[src/rtl/spi_pkg.sv]
// rtl/spi_pkg.sv - shared state encoding and default field widths for the SPI link
package spi_pkg;

  localparam logic [1:0] IDLE     = 2'd0;
  localparam logic [1:0] SHIFT    = 2'd1;
  localparam logic [1:0] WAIT_END = 2'd2;
  localparam logic [1:0] DRAIN    = 2'd3;

  typedef enum logic [1:0] {
    ST_IDLE     = IDLE,
    ST_SHIFT    = SHIFT,
    ST_WAIT_END = WAIT_END,
    ST_DRAIN    = DRAIN
  } state_e;

  // Field widths shared with the SPI master.
  localparam int SPI_ADDR_BITS = 8;
  localparam int SPI_DATA_BITS = 16;

endpackage

[src/rtl/spi_rx_slave_if.sv]
// rtl/spi_rx_slave_if.sv - serial pins and received-word outputs of spi_rx_slave
interface spi_rx_slave_if
  import spi_pkg::*;
#(
  parameter int ADDR_BITS = SPI_ADDR_BITS,
  parameter int DATA_BITS = SPI_DATA_BITS
);
  logic                 SEN;
  logic                 SCLK;
  logic                 SDATA;
  logic [ADDR_BITS-1:0] address_o;
  logic [DATA_BITS-1:0] data_o;
  logic                 valid_o;
  logic                 frame_err;
  logic                 busy;

  modport slave (
    input  SEN, SCLK, SDATA,
    output address_o, data_o, valid_o, frame_err, busy
  );

  modport master (
    output SEN, SCLK, SDATA,
    input  address_o, data_o, valid_o, frame_err, busy
  );
endinterface

[src/rtl/spi_sync_edge.sv]
// rtl/spi_sync_edge.sv - multi-flop synchronizer with rise/fall detect; resets to idle-high
module spi_sync_edge #(
  parameter int SYNC_STAGES = 2
) (
  input  logic clk,
  input  logic reset,
  input  logic d_i,
  output logic q_o,
  output logic rise_o,
  output logic fall_o
);
  logic [SYNC_STAGES-1:0] sync_q;
  logic                   prev_q;

  always_ff @(posedge clk) begin
    if (reset) begin
      sync_q <= '1;
      prev_q <= 1'b1;
    end else begin
      sync_q <= {sync_q[SYNC_STAGES-2:0], d_i};
      prev_q <= sync_q[SYNC_STAGES-1];
    end
  end

  assign q_o    = sync_q[SYNC_STAGES-1];
  assign rise_o = q_o & ~prev_q;
  assign fall_o = ~q_o & prev_q;
endmodule

[src/rtl/spi_rx_slave.sv]
// rtl/spi_rx_slave.sv - CPOL0/CPHA0 receive-only SPI slave; SPI_RX_TIMEOUT_EN adds a stall abort
module spi_rx_slave
  import spi_pkg::*;
#(
  parameter int DATA_BITS      = SPI_DATA_BITS,
  parameter int ADDR_BITS      = SPI_ADDR_BITS,
  parameter int SYNC_STAGES    = 2,
  parameter int TIMEOUT_CYCLES = 1024
) (
  input logic           clk,
  input logic           reset,
  spi_rx_slave_if.slave bus
);
  localparam int FRAME_BITS = ADDR_BITS + DATA_BITS;
  localparam int CNT_W      = $clog2(FRAME_BITS);
  localparam logic [CNT_W-1:0] CNT_LAST = CNT_W'(FRAME_BITS - 1);

  logic sen_sync, sen_rise, sen_fall;
  logic sclk_sync, sclk_rise, sclk_fall;
  logic sdata_sync, sdata_rise, sdata_fall;

  spi_sync_edge #(.SYNC_STAGES(SYNC_STAGES)) u_sen (
    .clk(clk), .reset(reset), .d_i(bus.SEN),
    .q_o(sen_sync), .rise_o(sen_rise), .fall_o(sen_fall)
  );
  spi_sync_edge #(.SYNC_STAGES(SYNC_STAGES)) u_sclk (
    .clk(clk), .reset(reset), .d_i(bus.SCLK),
    .q_o(sclk_sync), .rise_o(sclk_rise), .fall_o(sclk_fall)
  );
  spi_sync_edge #(.SYNC_STAGES(SYNC_STAGES)) u_sdata (
    .clk(clk), .reset(reset), .d_i(bus.SDATA),
    .q_o(sdata_sync), .rise_o(sdata_rise), .fall_o(sdata_fall)
  );

  logic unused_edges;
  assign unused_edges = &{1'b0, sclk_sync, sclk_fall, sdata_rise, sdata_fall};

  // The synchronizers reset to 1, so a SEN held low through reset looks like a fall.
  // Only honour sen_fall once the chain has flushed and SEN has been seen high.
  logic [SYNC_STAGES:0] settle_q;
  logic                 armed_q;
  logic                 sen_start;

  always_ff @(posedge clk) begin
    if (reset) begin
      settle_q <= '0;
      armed_q  <= 1'b0;
    end else begin
      settle_q <= {settle_q[SYNC_STAGES-1:0], 1'b1};
      armed_q  <= armed_q | (settle_q[SYNC_STAGES] & sen_sync);
    end
  end

  assign sen_start = sen_fall & armed_q;

  state_e                  state_q, state_d;
  logic [FRAME_BITS-1:0]   shift_q, shift_d;
  logic [CNT_W-1:0]        cnt_q, cnt_d;
  logic [ADDR_BITS-1:0]    addr_q, addr_d;
  logic [DATA_BITS-1:0]    data_q, data_d;
  logic                    valid_q, valid_d;
  logic                    err_q, err_d;
  logic                    busy_q;
  logic                    timeout;

`ifdef SPI_RX_TIMEOUT_EN
  localparam int IDLE_W = $clog2(TIMEOUT_CYCLES + 1);
  logic [IDLE_W-1:0] idle_q, idle_d;

  assign timeout = (idle_q == IDLE_W'(TIMEOUT_CYCLES - 1));

  always_comb begin
    idle_d = idle_q;
    if (state_q == ST_IDLE || sclk_rise) begin
      idle_d = '0;
    end else if (!timeout) begin
      idle_d = idle_q + 1'b1;
    end
  end

  always_ff @(posedge clk) begin
    if (reset) idle_q <= '0;
    else       idle_q <= idle_d;
  end
`else
  assign timeout = 1'b0;
`endif

  always_comb begin
    state_d = state_q;
    shift_d = shift_q;
    cnt_d   = cnt_q;
    addr_d  = addr_q;
    data_d  = data_q;
    valid_d = 1'b0;
    err_d   = 1'b0;
    case (state_q)
      ST_IDLE: begin
        if (sen_start) begin
          shift_d = '0;
          cnt_d   = CNT_LAST;
          state_d = ST_SHIFT;
        end
      end
      ST_SHIFT: begin
        // sen_rise wins over a coincident sclk_rise: that bit is dropped.
        if (sen_rise) begin
          err_d   = 1'b1;
          state_d = ST_IDLE;
        end else if (timeout) begin
          err_d   = 1'b1;
          state_d = ST_DRAIN;
        end else if (sclk_rise) begin
          shift_d = {shift_q[FRAME_BITS-2:0], sdata_sync};
          if (cnt_q == '0) state_d = ST_WAIT_END;
          else             cnt_d   = cnt_q - 1'b1;
        end
      end
      ST_WAIT_END: begin
        if (sen_rise) begin
          addr_d  = shift_q[FRAME_BITS-1 -: ADDR_BITS];
          data_d  = shift_q[DATA_BITS-1:0];
          valid_d = 1'b1;
          state_d = ST_IDLE;
        end else if (sclk_rise || timeout) begin
          err_d   = 1'b1;
          state_d = ST_DRAIN;
        end
      end
      ST_DRAIN: begin
        if (sen_rise) state_d = ST_IDLE;
      end
      default: state_d = ST_IDLE;
    endcase
  end

  always_ff @(posedge clk) begin
    if (reset) begin
      state_q <= ST_IDLE;
      shift_q <= '0;
      cnt_q   <= '0;
      addr_q  <= '0;
      data_q  <= '0;
      valid_q <= 1'b0;
      err_q   <= 1'b0;
      busy_q  <= 1'b0;
    end else begin
      state_q <= state_d;
      shift_q <= shift_d;
      cnt_q   <= cnt_d;
      addr_q  <= addr_d;
      data_q  <= data_d;
      valid_q <= valid_d;
      err_q   <= err_d;
      busy_q  <= (state_d != ST_IDLE);
    end
  end

  assign bus.address_o = addr_q;
  assign bus.data_o    = data_q;
  assign bus.valid_o   = valid_q;
  assign bus.frame_err = err_q;
  assign bus.busy      = busy_q;
endmodule

[src/flat_wrapper.sv]
// flat-port wrapper written by rule: the top's interface ports become plain ports
module spi_rx_slave_flat import spi_pkg::*;
#(
  parameter int DATA_BITS      = SPI_DATA_BITS,
  parameter int ADDR_BITS      = SPI_ADDR_BITS,
  parameter int SYNC_STAGES    = 2,
  parameter int TIMEOUT_CYCLES = 1024
)
  (clk, reset, bus_SEN, bus_SCLK, bus_SDATA, bus_address_o, bus_data_o, bus_valid_o, bus_frame_err, bus_busy);
  spi_rx_slave_if #(.ADDR_BITS(ADDR_BITS), .DATA_BITS(DATA_BITS)) bus_i ();
  input logic clk;
  input logic reset;
  input wire logic [$bits(bus_i.SEN)-1:0] bus_SEN;
  input wire logic [$bits(bus_i.SCLK)-1:0] bus_SCLK;
  input wire logic [$bits(bus_i.SDATA)-1:0] bus_SDATA;
  output wire logic [$bits(bus_i.address_o)-1:0] bus_address_o;
  output wire logic [$bits(bus_i.data_o)-1:0] bus_data_o;
  output wire logic [$bits(bus_i.valid_o)-1:0] bus_valid_o;
  output wire logic [$bits(bus_i.frame_err)-1:0] bus_frame_err;
  output wire logic [$bits(bus_i.busy)-1:0] bus_busy;
  assign bus_i.SEN = bus_SEN;
  assign bus_i.SCLK = bus_SCLK;
  assign bus_i.SDATA = bus_SDATA;
  assign bus_address_o = bus_i.address_o;
  assign bus_data_o = bus_i.data_o;
  assign bus_valid_o = bus_i.valid_o;
  assign bus_frame_err = bus_i.frame_err;
  assign bus_busy = bus_i.busy;
  spi_rx_slave #(.DATA_BITS(DATA_BITS), .ADDR_BITS(ADDR_BITS), .SYNC_STAGES(SYNC_STAGES), .TIMEOUT_CYCLES(TIMEOUT_CYCLES)) u_core (.clk(clk), .reset(reset), .bus(bus_i));
endmodule
[config.mk]
export PLATFORM = sky130hd
export DESIGN_NAME = spi_rx_slave_flat
export DESIGN_NICKNAME = d
export VERILOG_FILES = /design/src/rtl/spi_pkg.sv /design/src/rtl/spi_rx_slave_if.sv /design/src/rtl/spi_sync_edge.sv /design/src/rtl/spi_rx_slave.sv /design/src/flat_wrapper.sv
export SDC_FILE = /design/constraint.sdc
export NUM_CORES = 1
export LEC_CHECK = 0
export CAP_MARGIN = 20
export CORE_ASPECT_RATIO = 0.7
export CORE_MARGIN = 2
export CORE_UTILIZATION = 33
export DETAILED_ROUTE_END_ITERATION = 8
export GPL_TIMING_DRIVEN = 0
export SLEW_MARGIN = 20
export SYNTH_ARGS = -nofsm -noshare
export SYNTH_HDL_FRONTEND = slang
export SYNTH_SLANG_ARGS = --single-unit
[constraint.sdc]
create_clock -name clk -period 1.7 [get_ports clk]
set_clock_uncertainty 0.1 [all_clocks]
set_input_delay 0.17 -clock clk [delete_from_list [all_inputs] [get_ports clk]]
set_output_delay 0.17 -clock clk [all_outputs]
set_load 0.02 [all_outputs]
Word level (Yosys, flattened, before mapping):

Cells that the tools add are included.
W data, S select, Z words.

* logic and storage cells: 64
* output and inout bits: 27
* bits in registers: 70

* add/sub/neg operators: 1
* equal/unequal tests: 7
* mux-type cells: 22
* bitwise logic cells: 10
* reduce and logical (&&, ||, !) cells: 8

Operator list (count)
* $mux W24: 3
* $pmux W24 S2: 1
* $mux W5: 4
* $mux W2: 7
* $pmux W5 S2: 1
* $pmux W2 S4: 1
* $and A1 B1 Y1: 5
* $logic_not A5 Y1: 1
* $reduce_and A5 Y1: 1
* $sub A5 B1 Y5 const B: 1
* $eq A2 B2 Y1 const B: 2
* $mux W1: 4
* $ne A2 B1 Y1 const B: 2
* $ne A2 B2 Y1 const B: 2
* $not A1 Y1: 4
* $reduce_and A4 Y1: 1
* $reduce_bool A2 Y1: 2
* $eq A2 B1 Y1 const B: 1
* $logic_not A2 Y1: 1
* $pmux W1 S2: 1
* $reduce_and A2 Y1: 1
* $reduce_or A2 Y1: 1
* $or A1 B1 Y1: 1

Longest topological paths before layout:

Gate-level depths: netlist of the first run.

* depth after elaboration: 6
* depth in mapped cells: 8

Modules after synthesis:

A second synthesis of the first run with hierarchy kept.

* cells, all modules: 312
* area total of the unflattened synthesis: 2715.1 µm²

Modules (own cells, without submodules)
* spi_rx_slave: times used 1, cells each 288, seq. area each 1241.2 µm², area each 2437.3 µm²
* spi_sync_edge: times used 3, cells each 8, seq. area each 60.1 µm², area each 92.6 µm²

Least setup slack after synthesis of the first run:

Ideal clock, no wire load.

* path type: register -> register
* start point: reg u_core.state_q[0]
* end point: reg u_core.shift_q[11]
* clock period less this slack: 1.710 ns
* setup time: 0.128 ns
* setup slack: -0.010 ns
* required time: 1.472 ns
* arrival: 1.482 ns
* cell stages (with the launch flop): 9
* path through: dfxtp_1 -> inv_1 -> ha_1 -> nand4b_1 -> nand2_1 -> nand2_2 -> buf_6 -> mux2i_1 -> nor2_1

* word-level cells in the longest chain between the ends: 3

RTL lines
* start, declared: RTL line spi_rx_slave.sv:56 `state_e state_q, state_d;`
* start signal, assigned: RTL line spi_rx_slave.sv:148 `state_q <= state_d;`
* $eq A2 B1 Y1 or $logic_not A2 Y1 (tied branches): RTL line spi_rx_slave.sv:97 `case (state_q)`
* $ne A2 B2 Y1 (no line) (tied with other cells)
* $reduce_and A4 Y1 (no line)
* end signal, assigned: RTL line spi_rx_slave.sv:149 `shift_q <= shift_d;`
* end, declared: RTL line spi_rx_slave.sv:57 `logic [FRAME_BITS-1:0] shift_q, shift_d;`

Parallel ways exist; a longest one is shown, timed or not.
A chain may end at the register's enable or synchronous reset.

Worst setup path after layout of the first run:

* start point: reg u_core.cnt_q[0]
* end point: reg u_core.busy_q, in the netlist u_core.bus.busy

* word-level cells in the longest chain between the ends: 6

RTL lines
* start, declared: RTL line spi_rx_slave.sv:58 `logic [CNT_W-1:0] cnt_q, cnt_d;`
* start signal, assigned: RTL line spi_rx_slave.sv:150 `cnt_q <= cnt_d;`
* $logic_not A5 Y1: RTL line spi_rx_slave.sv:115 `if (cnt_q == '0) state_d = ST_WAIT_END;`
* $mux W2: RTL line spi_rx_slave.sv:115
* $mux W2: RTL line spi_rx_slave.sv:113 `end else if (sclk_rise) begin`
* $mux W2: RTL line spi_rx_slave.sv:107 `if (sen_rise) begin`
* $pmux W2 S4: RTL line spi_rx_slave.sv:97
* $reduce_bool A2 Y1: RTL line spi_rx_slave.sv:155 `busy_q <= (state_d != ST_IDLE);`
* end signal, assigned: RTL line spi_rx_slave.sv:155
* end, declared: RTL line spi_rx_slave.sv:63 `logic busy_q;`

No other way between the ends.

==> results of run 1 <==
## layout make-up
type / instances / area share
flip-flops and latches: 70 / 0.385
plain buffers: 18 / 0.0318
clock inverters: 6 / 0.0233
clock buffers: 10 / 0.0654
multi-input cells: 214 / 0.358
well taps: 101 / 0.0346
repair buffers: 37 / 0.0965
inverters: 5 / 0.00582
## through the flow
| step | power, mW | hold slack [ps] |
|---|---|---|
| after floorplan | 1.76 | 174 |
| final | 3.76 | 28.5 |
| after global routing | 3.89 | 45.8 |
| after global placement | 1.78 | 299 |
| after detailed placement | 1.79 | 301 |
| after CTS | 3.82 | 24.9 |
## per-layer routing
layer / routed length (um) / up-vias / track usage / part of all wire
met5: 0 / - / 0 / 0
met4: 46 / 0 / 0.0415 / 0.0080
met3: 234 / 8 / 0.0574 / 0.041
met2: 2480 / 46 / 0.205 / 0.43
met1: 2990 / 976 / 0.184 / 0.52
li1: - / 1097 / - / -
## power groups by stage
stage	clock network (mW)	registers (mW)	logic, mW
floorplan	0	1.70	0.0575
global placement	0	1.70	0.0842
detailed placement	0	1.70	0.0847
CTS	2.06	1.67	0.0941
global route	2.12	1.67	0.105
finish	2.00	1.67	0.0951
## final timing paths
path	start	end	slack, ps	cells past startpoint
hold / removal	reset	u_core.settle_q[0]	30	2
hold reg to reg	u_core.u_sdata.sync_q[0]	u_core.u_sdata.sync_q[1]	310	1
setup reg to reg	u_core.cnt_q[0]	u_core.bus.busy	-10	7
setup / recovery	u_core.cnt_q[0]	u_core.bus.busy	-10	7
## registers in the layout, indices dropped and copies added (netlist names)
register               flops
u_core.bus.address_o       8
u_core.u_sclk.prev_q       1
u_core.settle_q            3
u_core.bus.frame_err       1
u_core.state_q             2
u_core.armed_q             1
u_core.bus.busy            1
u_core.u_sen.prev_q        1
u_core.bus.data_o         16
u_core.u_sen.sync_q        2
u_core.bus.valid_o         1
u_core.shift_q            24
u_core.cnt_q               5
u_core.u_sclk.sync_q       2
u_core.u_sdata.sync_q      2
## what timing repair did
action	CTS	global route
setup buffers	6	1
cloned	0	0
resized for setup	22	13
pin swaps	6	7
setup endpoints to repair	51	52
hold buffers	0	0
hold endpoints to repair	0	0
## synth_stat cells
library cell	instances	area share
sky130_fd_sc_hd__nand4b_1	1	0.0032
sky130_fd_sc_hd__buf_2	3	0.0054
sky130_fd_sc_hd__dfxtp_1	70	0.51
sky130_fd_sc_hd__buf_6	2	0.0082
sky130_fd_sc_hd__nor2b_4	1	0.0050
sky130_fd_sc_hd__nand2_1	57	0.078
sky130_fd_sc_hd__nor4b_4	1	0.0086
sky130_fd_sc_hd__nand3_1	2	0.0036
sky130_fd_sc_hd__o311a_1	1	0.0036
sky130_fd_sc_hd__o31ai_1	1	0.0027
sky130_fd_sc_hd__and3_1	1	0.0023
sky130_fd_sc_hd__a21boi_1	1	0.0027
sky130_fd_sc_hd__and2_1	25	0.057
sky130_fd_sc_hd__xnor2_1	1	0.0032
sky130_fd_sc_hd__inv_1	5	0.0068
sky130_fd_sc_hd__a211oi_2	1	0.0045
sky130_fd_sc_hd__clkbuf_1	12	0.016
sky130_fd_sc_hd__a31o_2	1	0.0032
sky130_fd_sc_hd__nor2_1	33	0.045
sky130_fd_sc_hd__nor3_1	2	0.0036
sky130_fd_sc_hd__a311oi_1	1	0.0032
sky130_fd_sc_hd__nor2b_1	3	0.0068
sky130_fd_sc_hd__a211oi_1	2	0.0054
sky130_fd_sc_hd__ha_1	6	0.027
sky130_fd_sc_hd__o21ai_0	3	0.0054
sky130_fd_sc_hd__o21bai_1	1	0.0027
sky130_fd_sc_hd__nand2_2	1	0.0023
sky130_fd_sc_hd__a21oi_1	30	0.054
sky130_fd_sc_hd__mux2i_1	24	0.087
sky130_fd_sc_hd__or2_2	9	0.020
sky130_fd_sc_hd__xor2_1	1	0.0032
sky130_fd_sc_hd__nand2b_1	3	0.0068
sky130_fd_sc_hd__nand4_1	1	0.0023
sky130_fd_sc_hd__buf_1	1	0.0014
## cell families (layout without fill, tap and decap cells)
kind of cell	count (synthesis)	after routing	share of synthesized area
simple gates	140	140	0.244
flops	70	70	0.509
compound gates	42	42	0.0881
mux	24	24	0.0872
buf+inv	23	76	0.0381
fa+ha+maj	6	6	0.0272
xor+xnor	2	2	0.00636
==> results.md, run 1 <==
- The tool flagged a number of max-cap violations equal to 0.
- The buffering stage count on the worst path with inverters included is 1.
- For this design, the slowest cell found on the critical path is sky130_fd_sc_hd__dfxtp_2.
- The net count of the mapped netlist is 318.
- The initial antenna violation count was 0.
- In this run, the number of DRC markers left after iteration 0 of detailed routing was 122.
- The sort of element at the start of the critical path is a flip-flop.
- The first global-routing pass estimated 9.83 mm of wire.
- The height of the die is 80.4 um.
- The required time at the worst-slack endpoint is 1790 ps.
- After detailed routing, the total wire length is 5.76 mm.
- The maximum clock insertion buffer count is 2.
- The detail route stage leaves a number of antenna-violating nets equal to 0.
- Once layout is complete, the cells apart from fillers number 461.
- The horizontal die dimension is 113 um.
- The library cell used most frequently in the layout, excluding fill and tap cells, is sky130_fd_sc_hd__dfxtp_1.
- After clock tree synthesis, the clock-pin slew on the worst setup and hold paths is 60 ps.
- The full die area is 9110 um2.
- The number of hold violations in the final report is 0.
- For the pin with the worst max-slew slack, the measured transition is 574 ps.
- The number of clock sinks seen by CTS is 70.
- For this design the total switching power over the nets is 748 uW.
- The combined area of the multi-input logic cells is 1310 um2.
- After synthesis, the mean cell area works out to 8.97 um2.
- The congestion estimate from routability-driven global placement came to 0.816.
- The internal power contribution is 3.01 mW.
- From synthesis to final layout, the design area changed by 32.7%.
- Including well taps, the total number of placed cells is 438.
- Setup repair after global routing could not meet its margin everywhere.
- The repair_antennas step left the layout with diodes totalling 0.
- The analysis attributes to cell leakage a power of 1.50 nW.
- During I/O placement, the number of pins put on the boundary was 32.
- After synthesis the netlist holds a flip-flop and latch count of 70.
- The number of placement rows is 27.
- On the worst path, the slowest cell contributes a delay of 320 ps.
- The power density over cell area is 1030 nW/um2.
- In this run, CTS created clock tree buffers numbering 9.
- Synthesis handed over a netlist of 307 instances.
- The DRC violation count after routing is 3.
- The part of the Yosys area used for sequential elements is 0.509.
- The part of the cycle the worst path needs is 1.01.
- The initial utilization of the core area, before any placement, comes to 0.346.
- The critical path class is flip-flop to flip-flop.
- The final HPWL from detailed placement is 3.81 mm.
- The share of total power dissipated in sequential elements is 0.443.
- The Yosys warning count is 0.
- The total count of max-transition violations in the final report came to 0.
- Of the total power, combinational logic draws 0.025.
- In this run the number of H-tree levels came out at 3.
- The flow ran to the end, but the final reports show violations.
- The post-layout net count is 366.
- The final standard cell area without fillers is 3650 um2.
- The TritonCTS clock tree is yes.
- The cell family contributing the most delay on the critical path is compound AO/OA/AOI/OAI gates.
- The worst pin sits at a relative slew slack of 0.617.
- In this run the tool buffered the top-level ports with 30 buffer cells.
- The maximum frequency from static timing analysis is 0.584 GHz.
- The final reports fail on design-rule violations, negative setup slack.
- The total overflow left after global routing is 0.
- The number of global-route vias before repair is 2079.
- The distinct cell type count after synthesis is 34.
- After layout, the worst setup slack is -13.6 ps.
- Before antenna repair, the detailed router went through 6 iterations.
- The worst setup timing slack at the placement stage is -287 ps.
- In this run the worst path has a maximum fanout of 2.
- Clock latency on the worst-skew pair, taken at its later pin, is 330 ps.
- For this run, the total global-route usage over all layers was measured as 0.138.
- Entering global routing, the biggest net connects 13 pins.
- In the final routed layout, each cell accounts on average for 12.5 um.
- The fraction of layout instances using a drive strength above 1 is 0.172.
- The time the final worst path needs with I/O delays and setup is 1710 ps.
- The layout filler cell count is 779.
- The post-placement cell area is 3190 um2.
- The maximum VDD drop is 0.516 mV.
- The via density per instance is 4.61.
- Of the total power, the share spent switching nets is 0.199.
- The total number of vias is 2127.
- Once layout is complete, the utilization of the core stands at 0.458.
- In this run the cell area of the synthesized design comes to 2760 um2.
- The critical path goes through inv_2, ha_4, nor4b_4, a21boi_1, o311a_1, a211oi_2, a21oi_1.
- The worst setup path is captured at a flip-flop.
- The number of failing setup endpoints in the final timing report is 1.
- The area of all sequential standard cells is 1410 um2.
- The region available for standard cell placement spans 7970 um2.
- The clock power share is 0.532.
- The type of the tightest min-delay check is input port to flip-flop.
- At the worst endpoint, the arrival time is 1800 ps.
- The total negative setup slack is -13.6 ps.
- In the layout the commonest cells are sky130_fd_sc_hd__dfxtp_1, sky130_fd_sc_hd__nand2_1, sky130_fd_sc_hd__nor2_1, sky130_fd_sc_hd__a21oi_1, sky130_fd_sc_hd__clkdlybuf4s50_1.
- The root buffer cell chosen for the clock tree is sky130_fd_sc_hd__clkbuf_16.
Note: power is estimated with default switching activity, not from simulation.
==> inputs of run 2 (changes only) <==
CORE_ASPECT_RATIO = 0.5   (was 0.7)
==> run 2 against run 1 <==
The flow finishes with violations (negative setup slack); power is 2.6% lower; final cell count is 4.8% higher; largest power group unchanged; clock power is 6% lower; largest cell class unchanged; fmax is 8.2% lower; sequential power hardly changed; final area is 5.0% higher; count of clock-buffer cells in the layout is 3 higher; first-iteration DRC count is 32% lower; critical path depth is 2 higher; flip-flop and latch count stayed put.
==> results.md, run 2 (same netlist as run 1, synthesis figures left out) <==
- After layout, the worst setup slack is -167 ps.
- STA classifies the critical path endpoint as a flip-flop.
- Clock-pin slew was measured on the worst setup and hold paths at 60 ps.
- Setup repair after global routing could not meet its margin everywhere.
- The internal reg-to-reg setup slack is -170 ps.
- Of the available clock period, the critical path in the final layout requires 1.10.
- The headroom to the max-slew limit is 0.626.
- The total negative setup slack is -841 ps.
- The type of the tightest min-delay check is input port to flip-flop.
- The flow ran to the end, but the final reports show violations.
- In the routed design, unresolved DRC markers number 0.
- Port buffering added 30 buffers.
- The leading cell type in the layout, fill and taps excluded is sky130_fd_sc_hd__dfxtp_1.
- The first global-routing pass estimated 9.57 mm of wire.
- For this run, the detailed router's first-pass iteration total came to 4.
- The final HPWL from detailed placement is 3.95 mm.
- The worst-case reg-to-reg path depth is 9.
- The register with the most flip-flops in the layout has 24 of them.
- The synthesis-to-finish area growth is 39.3%.
- The total overflow reported by the global router is 0.
- The number of top-level pins is 32.
- The die is 133 um wide.
- The first-iteration detailed-routing DRC count is 83.
- The TritonCTS clock tree is yes.
- The number of global-route vias before repair is 1966.
- The final layout contains 377 nets.
- The startpoint of the lowest-slack register-to-register path is u_core.cnt_q[1].
- The largest register by flop count is u_core.shift_q.
- The critical path class is flip-flop to flip-flop.
- The maximum VDD drop is 0.461 mV.
- The global routing usage summed across all routing layers is 0.141.
- The final reports fail on negative setup slack.
- OpenSTA, run right after detailed placement, puts the worst setup slack at -252 ps.
- Entering global routing, the biggest net connects 12 pins.
- The full die area is 9140 um2.
- The total count of max-transition violations in the final report is 0.
- The master cell of the clock root buffer is sky130_fd_sc_hd__clkbuf_16.
- For this run, the top clock speed supported by timing is 0.536 GHz.
- The count of hold buffers inserted by post-cts repair is 0.
- In the final routed layout, each cell accounts on average for 13.2 um.
- The required time at the worst-slack endpoint is 1790 ps.
- The tool flagged a number of max-cap violations equal to 0.
- Counting along the longest clock path gives a buffer depth of 2.
- The critical path arrival is 1960 ps.
- For this design the static power due to leakage is 1.57 nW.
- The worst setup path is launched from a flip-flop.
- The clock net in this run drives a total of 70 sinks.
- The initial core utilization is 0.342.
- The placer's final routability congestion estimate is 0.798.
- At the pin with the least slew margin, the transition time is 560 ps.
- In the layout the commonest cells are sky130_fd_sc_hd__dfxtp_1, sky130_fd_sc_hd__nand2_1, sky130_fd_sc_hd__nor2_1, sky130_fd_sc_hd__a21oi_1, sky130_fd_sc_hd__clkdlybuf4s50_1.
- After floorplanning, the core was sized to cover 8060 um2.
- The number of nets with antenna violations after routing is 0.
- Dividing the detail-routed via count by the number of cells gives 4.51.
- The number of hold violations in the final report is 0.
- The detailed router placed 2178 vias in this run.
- The number of levels in the clock H-tree is 3.
- The smallest clock period supported by the final layout is computed as 1870 ps.
- The path with the worst hold slack has its endpoint at u_core.settle_q[0].
- The initial antenna violation count is 0.
- In the final layout, the share of cells above drive strength 1 is 0.213.
- The cell depth of the worst hold path is 2.
- The total CTS buffers is 9.
- The critical register-to-register path endpoint is u_core.cnt_q[4].
- The floorplan step set the die height to 68.6 um.
- The startpoint of the most critical hold path is reset.
- The latest clock arrival within the worst-skew pair is 330 ps.
- The number of failing setup endpoints in the final timing report is 7.
- After detailed routing, the total wire length is 6.36 mm.
- The repair_antennas step left the layout with diodes totalling 0.
- Dividing total power by cell area gives a power density of 954 nW/um2.
- In this run the worst path has a maximum fanout of 3.
- The floorplan has 23 rows.
-- run 2: critical path, stage by stage (launching register included) --
cell,delay (ps)
sky130_fd_sc_hd__dfxtp_2,340
sky130_fd_sc_hd__inv_2,60
sky130_fd_sc_hd__ha_4,150
sky130_fd_sc_hd__nor4b_4,130
sky130_fd_sc_hd__buf_4,160
sky130_fd_sc_hd__o31ai_4,280
sky130_fd_sc_hd__buf_6,160
sky130_fd_sc_hd__nand4_1,100
sky130_fd_sc_hd__xor2_1,160
sky130_fd_sc_hd__a21oi_1,90
-- run 2: metal layers --
layer  GRT usage  part of all wire  wire (um)  up-vias
met3      0.0526             0.038        241       14
met4      0.0638             0.030        190        0
met2       0.239              0.46       2930       40
met5           0                 0          0        -
met1       0.164              0.47       2990     1002
li1            -                 -          -     1122
-- run 2: worst max path at each step --
| stage | from | end | cells after the start |
|---|---|---|---|
| after floorplan | u_core.state_q[0] | u_core.shift_q[11] | 8 |
| after global placement | u_core.state_q[0] | u_core.shift_q[23] | 8 |
| after detailed placement | u_core.state_q[0] | u_core.shift_q[16] | 8 |
| after CTS | u_core.cnt_q[1] | u_core.bus.busy | 7 |
| after global routing | u_core.cnt_q[1] | u_core.cnt_q[4] | 9 |
| final | u_core.cnt_q[1] | u_core.cnt_q[4] | 9 |
-- run 2: per-stage QoR --
| step | power, mW | area, um2 | util | hold slack, ps | instances |
|---|---|---|---|---|---|
| finish | 3.66 | 3840 | 0.476 | 47.4 | 483 |
| global placement | 1.78 | 3210 | 0.398 | 293 | 449 |
| CTS | 3.69 | 3640 | 0.451 | 34.2 | 473 |
| detailed placement | 1.79 | 3210 | 0.398 | 293 | 449 |
| global route | 3.79 | 3840 | 0.476 | 59.7 | 483 |
| floorplan | 1.76 | 2770 | - | 174 | 307 |
-- run 2: area by class of cell --
class	count	area, um2
fill	747	4220
sequential	70	1410
multi-input combinational	214	1370
timing repair buffer	48	469
clock buffer	13	260
tap	112	140
buffer	18	119
clock inverter	3	42.5
inverter	5	23.8
-- run 2: power breakdown --
| group | total, mW | switching (mW) | internal (mW) |
|---|---|---|---|
| logic | 0.110 | 0.0625 | 0.0472 |
| registers | 1.66 | 0.00904 | 1.65 |
| clock network | 1.89 | 0.677 | 1.21 |
-- run 2: what timing repair did --
action,4_1_cts,5_1_grt
pin swaps,6,18
buffers inserted,8,9
resized for setup,23,27
cloned,0,1
setup endpoints to repair,51,49
